--- src/rtl/seq_match_logger.sv ---
// seq_match_logger: timestamps 0110 detector matches into a show-ahead FIFO
// with a saturating match count and a sticky overflow flag.
module seq_match_logger #(
  parameter int TS_W  = 16,
  parameter int DEPTH = 4,
  parameter int CNT_W = 8
) (
  input  logic             clk,
  input  logic             reset,
  input  logic             bit_valid,
  input  logic             match,
  input  logic             clear,
  output logic             ev_valid,
  input  logic             ev_ready,
  output logic [TS_W-1:0]  ev_ts,
  output logic [CNT_W-1:0] ev_count,
  output logic             overflow
);

  localparam int AW = $clog2(DEPTH);
  localparam int PW = AW + 1;

  logic [TS_W-1:0]  bit_idx_q, bit_idx_d;
  logic [PW-1:0]    wptr_q, wptr_d;
  logic [PW-1:0]    rptr_q, rptr_d;
  logic [CNT_W-1:0] cnt_q, cnt_d;
  logic             ovf_q, ovf_d;
  logic [TS_W-1:0]  mem_q [DEPTH];
  logic [TS_W-1:0]  mem_d [DEPTH];

  logic ev_evt;
  logic full;
  logic empty;
  logic pop;
  logic push;
  logic drop;

  assign ev_evt = bit_valid & match;
  assign empty  = (wptr_q == rptr_q);
  assign full   = (wptr_q[AW] != rptr_q[AW]) &&
                  (wptr_q[AW-1:0] == rptr_q[AW-1:0]);
  assign pop    = ~empty & ev_ready;
  // A full FIFO still accepts a push when the head leaves this cycle.
  assign push   = ev_evt & (~full | pop);
  assign drop   = ev_evt & full & ~pop;

  always_comb begin
    bit_idx_d = bit_idx_q;
    wptr_d    = wptr_q;
    rptr_d    = rptr_q;
    cnt_d     = cnt_q;
    ovf_d     = ovf_q;
    mem_d     = mem_q;
    if (clear) begin
      bit_idx_d = '0;
      wptr_d    = '0;
      rptr_d    = '0;
      cnt_d     = '0;
      ovf_d     = 1'b0;
    end else begin
      if (bit_valid) begin
        bit_idx_d = bit_idx_q + TS_W'(1);
      end
      if (push) begin
        mem_d[wptr_q[AW-1:0]] = bit_idx_q;
        wptr_d = wptr_q + PW'(1);
      end
      if (pop) begin
        rptr_d = rptr_q + PW'(1);
      end
      if (ev_evt && (cnt_q != {CNT_W{1'b1}})) begin
        cnt_d = cnt_q + CNT_W'(1);
      end
      if (drop) begin
        ovf_d = 1'b1;
      end
    end
  end

  always_ff @(posedge clk or posedge reset) begin
    if (reset) begin
      bit_idx_q <= '0;
      wptr_q    <= '0;
      rptr_q    <= '0;
      cnt_q     <= '0;
      ovf_q     <= 1'b0;
      for (int i = 0; i < DEPTH; i++) begin
        mem_q[i] <= '0;
      end
    end else begin
      bit_idx_q <= bit_idx_d;
      wptr_q    <= wptr_d;
      rptr_q    <= rptr_d;
      cnt_q     <= cnt_d;
      ovf_q     <= ovf_d;
      mem_q     <= mem_d;
    end
  end

  assign ev_valid = ~empty;
  assign ev_ts    = mem_q[rptr_q[AW-1:0]];
  assign ev_count = cnt_q;
  assign overflow = ovf_q;

endmodule
--- config.mk ---
export PLATFORM = sky130hd
export DESIGN_NAME = seq_match_logger
export DESIGN_NICKNAME = d
export VERILOG_FILES = /design/src/rtl/seq_match_logger.sv
export SDC_FILE = /design/constraint.sdc
export NUM_CORES = 1
export LEC_CHECK = 0
export BUFFER_PORTS_ARGS = -buffer_cell sky130_fd_sc_hd__buf_2
export CORE_UTILIZATION = 50
export CTS_CLUSTER_SIZE = 16
export DETAILED_ROUTE_END_ITERATION = 10
export PLACE_DENSITY = 0.68
export SETUP_SLACK_MARGIN = 0.3
export SLEW_MARGIN = 40
export SYNTH_ARGS = -nofsm -noshare
export SYNTH_HDL_FRONTEND = slang
export SYNTH_SLANG_ARGS = --single-unit
export TNS_END_PERCENT = 50
--- constraint.sdc ---
create_clock -name clk -period 3.7 [get_ports clk]
set_clock_uncertainty 0.05 [all_clocks]
set_input_delay 0 -clock clk [delete_from_list [all_inputs] [get_ports clk]]
set_output_delay 0 -clock clk [all_outputs]
set_load 0.005 [all_outputs]
# Yosys cells after proc, flatten, opt, wreduce, memory -nomap -nowiden
# Cells that the tools add are included.
[word_totals]
ram_bits = 0
mem_count = 0
register_bits = 95
inputBits = 6
latchBits = 0
rom_bits = 0
elab_cells = 57
output_inout_bits = 26
[op_classes]
div_mod_pow = 0
eq_ne = 4
add_sub_neg = 4
shift = 0
n_mul = 0
muxes = 16
n_lt_le_gt_ge = 3
n_reduce_logical = 9
bitwise_logic = 12
[ops]
columns = ["cell", "count"]
rows = [
  ["$mux 16", 5],
  ["$bwmux 64", 1],
  ["$bmux 16 s2", 1],
  ["$demux 16 s2", 1],
  ["$add 16x1->16 const B", 1],
  ["$mux 8", 2],
  ["$mux 3", 4],
  ["$reduce_bool 2->1", 5],
  ["$add 8x1->8 const B", 1],
  ["$ne 8x8->1 const B", 1],
  ["$add 3x1->3 const B", 2],
  ["$ge 3x3->1 const B", 2],
  ["$not 2->3", 2],
  ["$and 1x1->1", 5],
  ["$not 1->1", 4],
  ["$eq 3x3->1", 1],
  ["$logic_and 1x1->1", 3],
  ["$lt 3x1->1 const B", 1],
  ["$eq 2x2->1", 1],
  ["$mux 1", 2],
  ["$reduce_and 2->1", 1],
  ["$ne 1x1->1", 1],
  ["$or 1x1->1", 1],
]

# Depth between registers and ports, before layout
[logic_depth]
word_depth = 7
depth_mapped = 7
ltp_nobuf = 5

# Worst setup path before layout
# OpenSTA, ideal clock, no wires.
[synth_path]
path_kind = "reg2reg"
start = "reg rptr_q[1]"
end = "reg mem_q[0] in the netlist's numbering"
path_stages_with_launch = 8
n_path_buf = 3
required_ns = 3.525
slack_ns = 1.583
t_arrival_ns = 1.942
setup_ns = 0.125
synth_period_minus_slack_ns = 2.117
cell_sequence = "dfrtp_1 -> buf_6 -> xor2_2 -> or4_4 -> buf_6 -> nand4b_4 -> buf_12 -> mux2_4"
[synth_via]
elab_chain_cells = 6
word_cells_on_any_way = 9
cone_classes = "2 x eq/ne; 5 x bitwise; 2 x reduce/logical"
[synth_lines]
columns = ["element", "line_no", "source"]
rows = [
  ["from (decl)", "25", "logic [PW-1:0] rptr_q, rptr_d;"],
  ["from (signal assigned)", "93", "rptr_q <= rptr_d;"],
  ["$eq 3x3->1 or $eq 2x2->1 (tied branches)", "39, 41", ""],
  ["$not 1->1 or $logic_and 1x1->1 (tied branches)", "42, 40", ""],
  ["$and 1x1->1 or $not 1->1 (tied branches)", "42, 44", ""],
  ["$or 1x1->1 (*)", "44", "assign push = ev_evt & (~full | pop);"],
  ["$and 1x1->1 (*)", "44", ""],
  ["$reduce_and 2->1 (no source line) (*)", "-", ""],
  ["to (signal assigned)", "96", "mem_q <= mem_d;"],
  ["to (decl)", "28", "logic [TS_W-1:0] mem_q [DEPTH];"],
]
# Every way passes the cells marked *; elsewhere a longest branch is shown, timed or not.
# A chain may end at the register's enable or synchronous reset.

# Final worst setup path
[layout_path]
start = "reg wptr_q[1]"
end = "reg mem_q[31] in the netlist's numbering"
[layout_via]
elab_chain_cells = 6
word_cells_on_any_way = 16
cone_classes = "2 x order compare; 2 x eq/ne; 3 x mux; 6 x bitwise; 3 x reduce/logical"
[layout_lines]
columns = ["element", "line_no", "source"]
rows = [
  ["from (decl)", "24", "logic [PW-1:0] wptr_q, wptr_d;"],
  ["from (signal assigned)", "92", "wptr_q <= wptr_d;"],
  ["$not 2->3 (not written as such) (tied with other cells)", "65", "mem_d[wptr_q[AW-1:0]] = bit_idx_q;"],
  ["$ge 3x3->1 (not written as such) (tied with other cells)", "65", ""],
  ["$logic_and 1x1->1 (not written as such) (tied with other cells)", "65", ""],
  ["$mux 16 (not written as such) or $or 1x1->1 (tied branches)", "65, 44", ""],
  ["$demux 16 s2 or $and 1x1->1 (tied branches)", "65, 44", ""],
  ["$bwmux 64 or $reduce_and 2->1 (tied branches)", "-", ""],
]
# Several ways; a longest one is shown, not always the timed one.

==> qor.yml <==
power:
  power_leakage_nw: 2.54
  powerDensity_mw_per_mm2: 380
  ir_drop_mv: 0.206
setup_path:
  crit_path_end_kind: "flip-flop"
  reg2reg_to: "mem_q[31]$_DFFE_PP0P_"
  rr_startpoint: "wptr_q[1]$_DFFE_PP0P_"
  cp-startpoint: "wptr_q[1]$_DFFE_PP0P_"
  crit_fanout: 16
  r2r_slack_ns: 1.53
  required_ns: 3.91
  cp.arrival_ns: 2.38
  crit_path_start_kind: "flip-flop"
  critical_path_class: "flip-flop to flip-flop"
  reg2regPathDepth: 4
die:
  die_height_um: 99.2
  rows: 35
  die-width_um: 99.2
  io_pins: 32
  initial_core_util: 0.514
  core_area_mm2: 0.00920
  die-area_mm2: 0.00984
hold_path:
  worstHoldStart: "clear"
  holdPathEnd: "bit_idx_q[0]$_DFFE_PP0P_"
  worstHoldPathCells: 2
  hold_path_class: "input port to flip-flop"
clock_network:
  cts_num_sinks: 95
  clk_pin_slew_worst_paths_ns: 0.10
  htree_num_levels: 3
  cts_root_buf: "clkbuf_8"
  numCtsBuffers: 9
  clockBufferDepth: 2
  cts_tree: "yes"
  clkLatencyLatePin_ns: 0.38
yosys:
  avgSynthCellArea_um2: 14.3
  synth-edff-count: 0
  synth-main-ff-cell: "dfrtp_1"
  netlist_area_mm2: 0.00472
  ys_types: 38
  synthArstFlopShare: 1.00
  yosys_register_bits: 95
  yosysWarnings: 0
  synth_nets: 343
  synthCells: 330
  yosysSeqAreaShare: 0.503
layout:
  drive_gt1_frac: 0.362
  final_cell_mix: "dfrtp_1 (95), mux2_4 (40), buf_2 (31), nor2_1 (28), mux2_2 (24)"
  area.growth.synth_to_final_pct: 8.21
  fin_util: 0.556
  diodes: 0
  nets: 370
  design_area_mm2: 0.00511
  final_common_cell: "dfrtp_1"
placement:
  dp_hpwl_mm: 5.33
  io_buffers: 31
  gp_congestion: 0.739
  placed_area_mm2: 0.00487
detailed_routing:
  drt_pre_antenna_iters: 4
  postRouteAntennaNets: 0
  top_layer_used: "met4"
  drcViolationCount: 0
  wl_mm: 8.36
  avgViaCountPerCell: 5.61
  met2_length_mm: 3.97
  drt-initial-drc-count: 78
  met3_length_um: 242
  vias: 2652
  routedWlPerCell_um: 17.7
  met1Wirelength_mm: 4.01
global_routing:
  grt_pass1_vias: 2668
  antenna_found_initial: 0
  grt_overflow: 0
  grtUsageTotal: 0.189
  grt_max_degree: 50
  grt_pass1_wl_mm: 14.1
sta:
  rsz0062_at_grt: "no"
  finalHoldViolations: 0
  tightest_slew_ns: 0.674
  maxSlewHeadroom: 0.545
  post-route-period-util: 0.586
  finalSetupViolCount: 0
  fmax_mhz: 461
  layout_min_cycle_time_ns: 2.17
  tns_ns: 0
  drv_slew: 0
flow_run:
  drv_cap: 0
run_status:
  status: "completed"
## cell families (layout without fill, tap and decap cells)
kind of cell,Yosys count,in the layout,share of synthesized area
flip-flops,95,95,0.503
multiplexers,83,83,0.273
AND/OR/NAND/NOR,72,72,0.0911
buffers and inverters,29,61,0.0416
XOR/XNOR,24,24,0.0477
AO/OA/AOI/OAI,20,20,0.0254
adder cells (fa/ha/maj),7,7,0.0185
## metal layers
metal  vias up  track usage
met1      1363        0.262
met4         0       0.0679
li1       1244            -
met3        10       0.0471
met5         -            0
met2        35        0.291
## per-stage QoR
step,hold WS (ns),std cells,setup WS (ns),power [mW]
global placement,0.0996,453,1.58,1.27
detailed placement,0.113,453,1.54,1.27
global route,0.120,473,1.46,2.03
CTS,0.0991,473,1.52,1.97
finish,0.105,473,1.53,1.94
floorplan,0.203,330,1.17,1.23
## report_power, final
group	switching (mW)	total, mW	leakage (nW)	internal [mW]
clock network	0.357	0.686	0.0916	0.330
logic	0.0998	0.181	1.13	0.0809
registers	0.0180	1.07	1.32	1.06
## sequential cells by signal, indices dropped and copies added, names as in the netlist
signal	flops
mem_q	64
bit_idx_q	16
ev_count	8
rptr_q	3
wptr_q	3
overflow	1
## critical path, cell delays in order, from the launching register on
cell and delay (ns):
dfrtp_1 0.45, xor2_2 0.20, or4_4 0.62, nand4b_4 0.34
mux2_2 0.39
## timing repair
action	in CTS	in global routing
endpoints found under the setup margin	0	0
hold buffers	4	0
hold endpoints to repair	50	0
setup buffers	0	0
resized for setup	0	0
## synthesized netlist by cell type (all sizes together) (2+ instances only)
cell type | number | area [µm²]
dfrtp | 95 | 2380
mux2 | 64 | 871
nor2 | 28 | 105
mux4 | 16 | 387
clkbuf | 12 | 45.0
xnor2 | 12 | 105
xor2 | 12 | 120
buf | 10 | 125
nand4 | 8 | 50.1
a21oi | 7 | 35.0
ha | 7 | 87.6
inv | 7 | 26.3
nand3 | 7 | 35.0
o21ai | 6 | 30.0
nand2 | 5 | 18.8
nor3 | 5 | 25.0
or3 | 5 | 31.3
nand4b | 4 | 95.1
nor4 | 4 | 25.0
mux2i | 3 | 30.0
o211ai | 2 | 15.0
## worst max-delay path by stage
stage | endpoint | slack (ns)
4_1_cts | mem_q[11]$_DFFE_PP0P_ | 1.52
2_1_floorplan | bit_idx_q[0]$_DFFE_PP0P_ | 1.17
3_5_place_dp | mem_q[31]$_DFFE_PP0P_ | 1.54
6_report | mem_q[31]$_DFFE_PP0P_ | 1.53
5_1_grt | mem_q[11]$_DFFE_PP0P_ | 1.46
3_3_place_gp | mem_q[12]$_DFFE_PP0P_ | 1.58
## area by class of cell
class | count | area (µm²)
Multi-Input combinational cell | 206 | 2150
Sequential cell | 95 | 2380
Tap cell | 111 | 139
Inverter | 7 | 28.8
Fill cell | 770 | 4080
Timing Repair Buffer | 38 | 218
Clock inverter | 5 | 57.6
Clock buffer | 11 | 141
No activity file was read; power rests on OpenSTA's default activity.
